--- src/rtl/ps2_pkg.sv ---
// Shared PS/2 definitions: host-transmit FSM states, frame geometry, parity and
// the command bytes the host sends to a keyboard.
package ps2_pkg;

    typedef enum logic [2:0] {
        IDLE,
        INHIBIT,
        RTS,
        SHIFT,
        ACK,
        WAIT_IDLE
    } state_t;

    // data[7:0], parity, stop
    localparam int FRAME_BITS = 10;

    localparam logic [7:0] CMD_SET_LED = 8'hED;
    localparam logic [7:0] CMD_ENABLE  = 8'hF4;
    localparam logic [7:0] CMD_RESET   = 8'hFF;

    function automatic logic odd_parity(input logic [7:0] d);
        return ~^d;
    endfunction

endpackage

--- src/rtl/ps2_line_sync.sv ---
// Three-flop synchroniser for the PS/2 clock and data lines plus clock falling-edge
// detect; the same block serves the keyboard receive path.
module ps2_line_sync (
    input  logic clk,
    input  logic clrn,
    input  logic ps2_clk_in,
    input  logic ps2_data_in,
    output logic clk_sync,
    output logic data_sync,
    output logic clk_fall
);

    logic [2:0] clk_sr;
    logic [2:0] data_sr;

    // Idle PS/2 lines are high, so reset to 1 to avoid a false edge after reset.
    always_ff @(posedge clk or negedge clrn) begin
        if (!clrn) begin
            clk_sr  <= '1;
            data_sr <= '1;
        end else begin
            clk_sr  <= {clk_sr[1:0], ps2_clk_in};
            data_sr <= {data_sr[1:0], ps2_data_in};
        end
    end

    assign clk_sync  = clk_sr[2];
    assign data_sync = data_sr[2];
    assign clk_fall  = clk_sr[2] & ~clk_sr[1];

endmodule

--- src/rtl/ps2_host_tx.sv ---
// PS/2 host-to-device transmitter: inhibits the clock, requests to send, shifts one
// command byte out on device clock falls and checks the device ACK bit.
module ps2_host_tx
    import ps2_pkg::*;
#(
    parameter int INHIBIT_CYCLES = 5000,
    parameter int TIMEOUT_CYCLES = 750000
) (
    input  logic       clk,
    input  logic       clrn,
    input  logic [7:0] tx_data,
    input  logic       tx_valid,
    output logic       tx_ready,
    input  logic       ps2_clk_in,
    input  logic       ps2_data_in,
    output logic       ps2_clk_oe,
    output logic       ps2_data_oe,
    output logic       busy,
    output logic       done,
    output logic       ack_err,
    output logic       timeout_err
);

    localparam int INH_W = $clog2(INHIBIT_CYCLES + 1);
    localparam int TO_W  = $clog2(TIMEOUT_CYCLES + 1);
    localparam logic [INH_W-1:0] INH_LOAD = INH_W'(INHIBIT_CYCLES - 1);
    localparam logic [TO_W-1:0]  TO_LAST  = TO_W'(TIMEOUT_CYCLES - 1);

    logic clk_sync;
    logic data_sync;
    logic clk_fall;

    ps2_line_sync u_sync (
        .clk        (clk),
        .clrn       (clrn),
        .ps2_clk_in (ps2_clk_in),
        .ps2_data_in(ps2_data_in),
        .clk_sync   (clk_sync),
        .data_sync  (data_sync),
        .clk_fall   (clk_fall)
    );

    state_t                  state_q, state_d;
    logic [INH_W-1:0]        inh_cnt_q, inh_cnt_d;
    logic [TO_W-1:0]         to_cnt_q, to_cnt_d;
    logic [3:0]              bit_idx_q, bit_idx_d;
    logic [FRAME_BITS-1:0]   shift_q, shift_d;
    logic                    clk_oe_q, clk_oe_d;
    logic                    data_oe_q, data_oe_d;
    logic                    done_q, done_d;
    logic                    ack_err_q, ack_err_d;
    logic                    to_err_q, to_err_d;

    always_ff @(posedge clk or negedge clrn) begin
        if (!clrn) begin
            state_q   <= IDLE;
            inh_cnt_q <= '0;
            to_cnt_q  <= '0;
            bit_idx_q <= '0;
            shift_q   <= '0;
            clk_oe_q  <= 1'b0;
            data_oe_q <= 1'b0;
            done_q    <= 1'b0;
            ack_err_q <= 1'b0;
            to_err_q  <= 1'b0;
        end else begin
            state_q   <= state_d;
            inh_cnt_q <= inh_cnt_d;
            to_cnt_q  <= to_cnt_d;
            bit_idx_q <= bit_idx_d;
            shift_q   <= shift_d;
            clk_oe_q  <= clk_oe_d;
            data_oe_q <= data_oe_d;
            done_q    <= done_d;
            ack_err_q <= ack_err_d;
            to_err_q  <= to_err_d;
        end
    end

    always_comb begin
        state_d   = state_q;
        inh_cnt_d = inh_cnt_q;
        to_cnt_d  = to_cnt_q;
        bit_idx_d = bit_idx_q;
        shift_d   = shift_q;
        clk_oe_d  = clk_oe_q;
        data_oe_d = data_oe_q;
        done_d    = 1'b0;
        ack_err_d = 1'b0;
        to_err_d  = 1'b0;

        case (state_q)
            IDLE: begin
                clk_oe_d  = 1'b0;
                data_oe_d = 1'b0;
                if (tx_valid) begin
                    shift_d   = {1'b1, odd_parity(tx_data), tx_data};
                    inh_cnt_d = INH_LOAD;
                    clk_oe_d  = 1'b1;
                    data_oe_d = (INHIBIT_CYCLES == 1);
                    state_d   = INHIBIT;
                end
            end

            // Outputs are registered, so the start bit is scheduled one cycle
            // ahead to be on the line during the final inhibit cycle.
            INHIBIT: begin
                inh_cnt_d = inh_cnt_q - 1'b1;
                if (inh_cnt_q == INH_W'(1)) begin
                    data_oe_d = 1'b1;
                end
                if (inh_cnt_q == '0) begin
                    inh_cnt_d = '0;
                    clk_oe_d  = 1'b0;
                    data_oe_d = 1'b1;
                    to_cnt_d  = '0;
                    bit_idx_d = '0;
                    state_d   = RTS;
                end
            end

            RTS, SHIFT, ACK, WAIT_IDLE: begin
                // Timeout is checked first so it wins over a coincident fall.
                if (to_cnt_q == TO_LAST) begin
                    to_err_d  = 1'b1;
                    clk_oe_d  = 1'b0;
                    data_oe_d = 1'b0;
                    state_d   = IDLE;
                end else begin
                    to_cnt_d = to_cnt_q + 1'b1;
                    case (state_q)
                        RTS: begin
                            if (clk_fall) begin
                                data_oe_d = ~shift_q[0];
                                shift_d   = {1'b1, shift_q[FRAME_BITS-1:1]};
                                bit_idx_d = 4'd1;
                                state_d   = SHIFT;
                            end
                        end
                        SHIFT: begin
                            if (clk_fall) begin
                                data_oe_d = ~shift_q[0];
                                shift_d   = {1'b1, shift_q[FRAME_BITS-1:1]};
                                bit_idx_d = bit_idx_q + 4'd1;
                                if (bit_idx_q == 4'd9) begin
                                    state_d = ACK;
                                end
                            end
                        end
                        ACK: begin
                            if (clk_fall) begin
                                if (data_sync) begin
                                    ack_err_d = 1'b1;
                                    clk_oe_d  = 1'b0;
                                    data_oe_d = 1'b0;
                                    state_d   = IDLE;
                                end else begin
                                    state_d = WAIT_IDLE;
                                end
                            end
                        end
                        WAIT_IDLE: begin
                            if (clk_sync && data_sync) begin
                                done_d  = 1'b1;
                                state_d = IDLE;
                            end
                        end
                        default: state_d = IDLE;
                    endcase
                end
            end

            default: state_d = IDLE;
        endcase
    end

    assign tx_ready    = (state_q == IDLE);
    assign busy        = (state_q != IDLE);
    assign ps2_clk_oe  = clk_oe_q;
    assign ps2_data_oe = data_oe_q;
    assign done        = done_q;
    assign ack_err     = ack_err_q;
    assign timeout_err = to_err_q;

endmodule

--- config.mk ---
export PLATFORM = sky130hd
export DESIGN_NAME = ps2_host_tx
export DESIGN_NICKNAME = d
export VERILOG_FILES = /design/src/rtl/ps2_pkg.sv /design/src/rtl/ps2_line_sync.sv /design/src/rtl/ps2_host_tx.sv
export SDC_FILE = /design/constraint.sdc
export NUM_CORES = 1
export LEC_CHECK = 0
export ABC_AREA = 1
export BUFFER_PORTS_ARGS = -buffer_cell sky130_fd_sc_hd__buf_2
export CAP_MARGIN = 5
export CELL_PAD_IN_SITES_DETAIL_PLACEMENT = 1
export CELL_PAD_IN_SITES_GLOBAL_PLACEMENT = 1
export CORE_MARGIN = 2
export CORE_UTILIZATION = 51
export CTS_BUF_LIST = sky130_fd_sc_hd__clkbuf_8
export DETAILED_ROUTE_END_ITERATION = 10
export HOLD_SLACK_MARGIN = 0.03
export PLACE_DENSITY = 0.93
export SETUP_SLACK_MARGIN = 0.1
export SYNTH_ARGS = -nofsm -noshare
export SYNTH_HDL_FRONTEND = slang
export SYNTH_SLANG_ARGS = --single-unit
--- constraint.sdc ---
create_clock -name clk -period 4.4 [get_ports clk]
set_input_delay 0.66 -clock clk [delete_from_list [all_inputs] [get_ports clk]]
set_output_delay 0.66 -clock clk [all_outputs]
set_load 0.05 [all_outputs]
### Yosys cells after proc, flatten, opt, wreduce, memory -nomap -nowiden

Index checks and enable logic that the tools add are counted.

* input port bits: 13
* output and inout port bits: 7
* bits in registers: 61

* muxes and demuxes: 52
* add/subtract/negate cells: 3
* reduce and logical (&&, ||, !) cells: 18
* bitwise gates (word level): 3
* equality and inequality tests: 28

Operator list (count)
* $mux W10: 4
* $mux W20: 2
* $pmux W20 S2: 1
* $ne A4 B4 Y1 const B: 7
* $mux W3: 9
* $mux W13: 2
* $pmux W13 S2: 1
* $mux W1: 21
* $add A20 B1 Y20 const B: 1
* $eq A20 B20 Y1 const B: 1
* $pmux W10 S2: 1
* $ne A3 B3 Y1 const B: 6
* $mux W4: 4
* $pmux W4 S2: 2
* $eq A13 B1 Y1 const B: 1
* $logic_not A13 Y1: 1
* $sub A13 B1 Y13 const B: 1
* $pmux W3 S4: 1
* $reduce_and A6 Y1: 2
* $ne A2 B2 Y1 const B: 5
* $reduce_and A5 Y1: 2
* $pmux W3 S3: 1
* $reduce_xnor A8 Y1: 1
* $reduce_and A7 Y1: 1
* other kinds (19): 26

### Longest topological paths before layout

* depth in word-level cells: 6
* depth in mapped cells: 11
* depth with buffers taken out: 11

### Cells and area by module

A second synthesis with hierarchy kept.

* cell total of the unflattened synthesis: 511
* area, all modules: 3804.9 sq um

Modules (own cells, without submodules)
* ps2_host_tx: area an instance 3637.2 sq um, seq. area each 1376.3 sq um, cells an instance 503, instances 1
* ps2_line_sync: area an instance 167.7 sq um, seq. area each 157.7 sq um, cells an instance 8, instances 1

### Least setup slack after synthesis

No wires, ideal clock.

* kind: flip-flop to output port
* start point: register state_q[1]
* end point: output port tx_ready
* stages on the path, launching flop included: 4
* required time: 3740 ps
* arrival time: 1221 ps
* path slack: 2519 ps
* cells stage by stage: dfrtp_1 > nor2_2 > nand2_4 > inv_1

* longest elaborated chain between the ends: 1

Ends and longest elaborated chain
* from (decl): RTL line ps2_host_tx.sv:43 `state_t state_q, state_d;`
* from (signal assigned): RTL line ps2_host_tx.sv:67 `state_q <= state_d;`
* $logic_not A3 Y1: RTL line ps2_host_tx.sv:177 `assign tx_ready = (state_q == IDLE);`
* to (decl): RTL line ps2_host_tx.sv:13 `output logic tx_ready,`

Every way passes these cells.

### Final worst setup path

* start point: register state_q[1]
* end point: register bit_idx_q[2]

* longest elaborated chain between the ends: 4
* elaborated cells between the ends (all ways): 16
* classes of those cells: eq/ne: 10; mux: 3; reduce/logical: 3

Ends and longest elaborated chain
* $eq A3 B3 Y1 or $eq A3 B2 Y1 (tied branches): RTL line ps2_host_tx.sv:92, ps2_host_tx.sv:131
* $reduce_or A4 Y1 or $pmux W4 S2 (tied branches): RTL line ps2_host_tx.sv:92, ps2_host_tx.sv:131
* $ne A3 B3 Y1 (no source line) (tied with other cells)
* $reduce_and A6 Y1 (no source line) or $pmux W4 S2 (tied branches)
* to (signal assigned): RTL line ps2_host_tx.sv:70 `bit_idx_q <= bit_idx_d;`
* to (decl): RTL line ps2_host_tx.sv:46 `logic [3:0] bit_idx_q, bit_idx_d;`

Parallel ways exist; a longest one is shown, timed or not. The select of a mux whose other input is x is not followed.
A chain may end at the register's enable or synchronous reset.

==> flow_metrics.tcl <==
set metrics [dict create \
    critical_path.top_delay_family "simple AND/OR/NAND/NOR gates" \
    pwr-share-comb_pct 49.3 \
    rsz0062_at_grt "false" \
    wl_per_cell_um 15.59 \
    drive_gt1_share_pct 15.01 \
    synth.area.top_cells "dfrtp_1 36%, nand2_1 15%, nor2_1 5.8%" \
    syn-cell-area_mm2 0.003822 \
    finalMaxSlewViolations 0 \
    worstPathCellList "inv_1 -> ha_1 -> buf_4 -> inv_2 -> nand4_2 -> clkinv_4 -> nor2_4 -> nand2_1 -> nand2_1 -> nand2_1" \
    die_x_um 90.58 \
    initial_core_util_pct 52.70 \
    n_antenna_cell 0 \
    clockBufferDepth 2 \
    cts_tree "yes" \
    cp_slowest_cell "dfrtp_1" \
    dieArea_mm2 0.008204 \
    clkTransAtPathRegs_ps 70 \
    drc 0 \
    clkSinkCount 61 \
    gp_congestion 0.8280 \
    yosysSeqAreaShare_pct 40.13 \
    fmax_ghz 0.3487 \
    finalSetupTns_ps 0 \
    max-cap-violations 0 \
    period_needed_ps 2868 \
    first_pass_iters 4 \
    status "finished, final reports clean" \
    switchingPower_w 0.001185 \
    synth_edf_count 0 \
    endpoint_kind "flop" \
    fillCellCount 958 \
    place_area_mm2 0.003961 \
    p_leak_nw 1.892 \
    netlist.area_leader.share_pct 36.01 \
    nNetsFinal 550 \
    synth_most_common_cell "nand2_1" \
    synth.avg_cell_area_um2 7.524 \
    die_y_um 90.58 \
    slew_headroom_pct 50.23 \
    drtAntennaViolNets 0 \
    worst_pin_slew_ps 746.5 \
    fin_ws_ps 1532 \
    setup_viol 0 \
    cts-buffers-inserted 9 \
    root_buffer "clkbuf_8" \
    io_buffers 19 \
    placed_cells 616 \
    fin_cells 632 \
    yosysTopAreaCell "dfrtp_1" \
    cts_hold_buf 0 \
    clk_latency_ps 350 \
    syn2layout_area_growth_pct 7.790 \
    pin_count 20 \
    cts_resized 0 \
    hold_violations 0 \
    required_ps 4650 \
    synth_cells 508 \
    clkPwrFrac_pct 18.1 \
    cts_setup_buffers 0 \
    yosysWarnings 0 \
    finalClockSkew_ps 11.90 \
    grt_start_max_net_pins 35 \
    grt_pass1_wl_mm 17.22 \
    arrival_ps 3110 \
    grt_overflow 0 \
    rows 31 \
    cp-start-kind "flop" \
    seqPwrFrac_pct 32.6 \
    track_usage_pct 26.17 \
    vias_per_cell 5.366 \
    crit_top_cell "nand2_1" \
    p_int_w 0.001194 \
    stdcell_area_mm2 0.004120 \
    worstSetupPathType "reg -> reg" \
    antenna_found_initial 0 \
    synth_fp_nets 530 \
    wirelength_mm 9.856 \
    synthArstFlopShare_pct 100.0 \
    max_stage_delay_ps 570 \
    vdd_ir_drop_max_mv 0.4953 \
    ys_seq_elements 61 \
    coreArea_mm2 0.007253 \
    hp-class "reg -> reg" \
    synth_ff_type "dfrtp_1" \
    ys_top_cells_by_count "148 x nand2_1, 59 x nor2_1, 55 x dfrtp_1" \
    swShare_pct 49.80 \
    vias 3391 \
    worst-path-buf-inv 4 \
    drtIter0Drc 128 \
    ys_types 41 \
    dpl.hpwl_mm 6.937 \
    grt_pass1_vias 3617 \
    p_total_w 0.002379 \
    min_period_over_period_pct 65.18 \
    worstPathMaxFanout 34 \
    place_worst_setup_slack_ps 1603 \
    power_density_mw_per_mm2 577.5 \
    htreeDepth 3 \
]
-- sequential cells by signal, indices dropped and copies added, names as in the netlist --
name,count
bit_idx_q,4
u_sync.clk_sr,3
u_sync.data_sr,3
ps2_data_oe,1
to_cnt_q,20
ps2_clk_oe,1
done,1
shift_q,10
inh_cnt_q,13
state_q,3
ack_err,1
timeout_err,1
-- cell type report --
class / instances / area [um2] / share of cell area [%]
Tap cell: 99 / 123.9 / 3.006
Clock inverter: 7 / 35.03 / 0.8503
Multi-Input combinational cell: 382 / 1989 / 48.28
Inverter: 53 / 203.9 / 4.950
Sequential cell: 61 / 1534 / 37.23
Timing Repair Buffer: 21 / 110.1 / 2.672
Clock buffer: 9 / 123.9 / 3.006
-- power groups by stage --
| stage | Combinational [W] | Clock [W] | Sequential (W) |
|---|---|---|---|
| after global routing | 0.00131 | 0.000465 | 0.000789 |
| after global placement | 0.00109 | 0 | 0.000772 |
| after floorplan | 0.000978 | 0 | 0.000783 |
| final | 0.00117 | 0.000431 | 0.000776 |
| after CTS | 0.00118 | 0.000439 | 0.000774 |
| after detailed placement | 0.00116 | 0 | 0.000782 |
-- stage by stage --
step	util, %	hold WS, ps
after floorplan	-	345.2
after global placement	54.61	345.7
after detailed placement	54.61	349.8
after CTS	56.81	359.7
after global routing	56.81	356.5
final	56.81	358.1
-- placed cells by master, fill, tap and decap left out, types with 2 or more instances in the layout --
master / netlist / final
nor3b_1: 2 / 2
dfrtp_1: 55 / 55
nor2_2: 7 / 7
buf_2: 1 / 19
a21oi_1: 8 / 8
dfstp_2: 6 / 6
nand3b_1: 2 / 2
nand2_2: 5 / 5
nand4_1: 2 / 2
xnor2_1: 9 / 9
ha_1: 9 / 9
nor3_1: 4 / 4
nand3_1: 36 / 36
inv_1: 47 / 49
buf_4: 0 / 2
nor4_1: 2 / 2
nor2_1: 59 / 59
inv_2: 5 / 5
xor2_1: 20 / 20
nand2_1: 148 / 148
clkinv_2: 0 / 4
o22ai_1: 2 / 2
clkbuf_8: 0 / 9
o21ai_2: 12 / 12
o21ai_1: 6 / 6
o21ai_0: 34 / 34
nand3_2: 3 / 3
-- final timing paths --
check / depth (start not counted) / to / start / slack, ps
max: 10 / bit_idx_q[2] / state_q[1] / 1530
min: 0 / u_sync.clk_sr[1] / u_sync.clk_sr[0] / 360
max reg2reg: 10 / bit_idx_q[2] / state_q[1] / 1530
max in group asynchronous: 2 / u_sync.data_sr[1] / clrn / 3120
min in group asynchronous: 1 / shift_q[6] / clrn / 370
min reg2reg: 0 / u_sync.clk_sr[1] / u_sync.clk_sr[0] / 360
-- metal layers --
metal  part of all wire (%)  wire length (um)  global-route usage [%]
met5                      0                 0                       0
met2                     52              5163                   47.20
met3                    2.0               199                   4.257
met1                     44              4324                   31.82
met4                    1.7               168                   8.333
-- cell families (layout without fill, tap and decap cells) --
logic type / Yosys count / after routing / synth area share, %
buffers and inverters: 65 / 90 / 7.823
xor gates and xnor gates: 29 / 29 / 6.645
and+or+nand+nor: 276 / 276 / 31.91
AOI/OAI and AO/OA: 68 / 68 / 10.54
adders and majority gates: 9 / 9 / 2.946
DFF: 61 / 61 / 40.13
No activity file was read; power rests on OpenSTA's default activity.
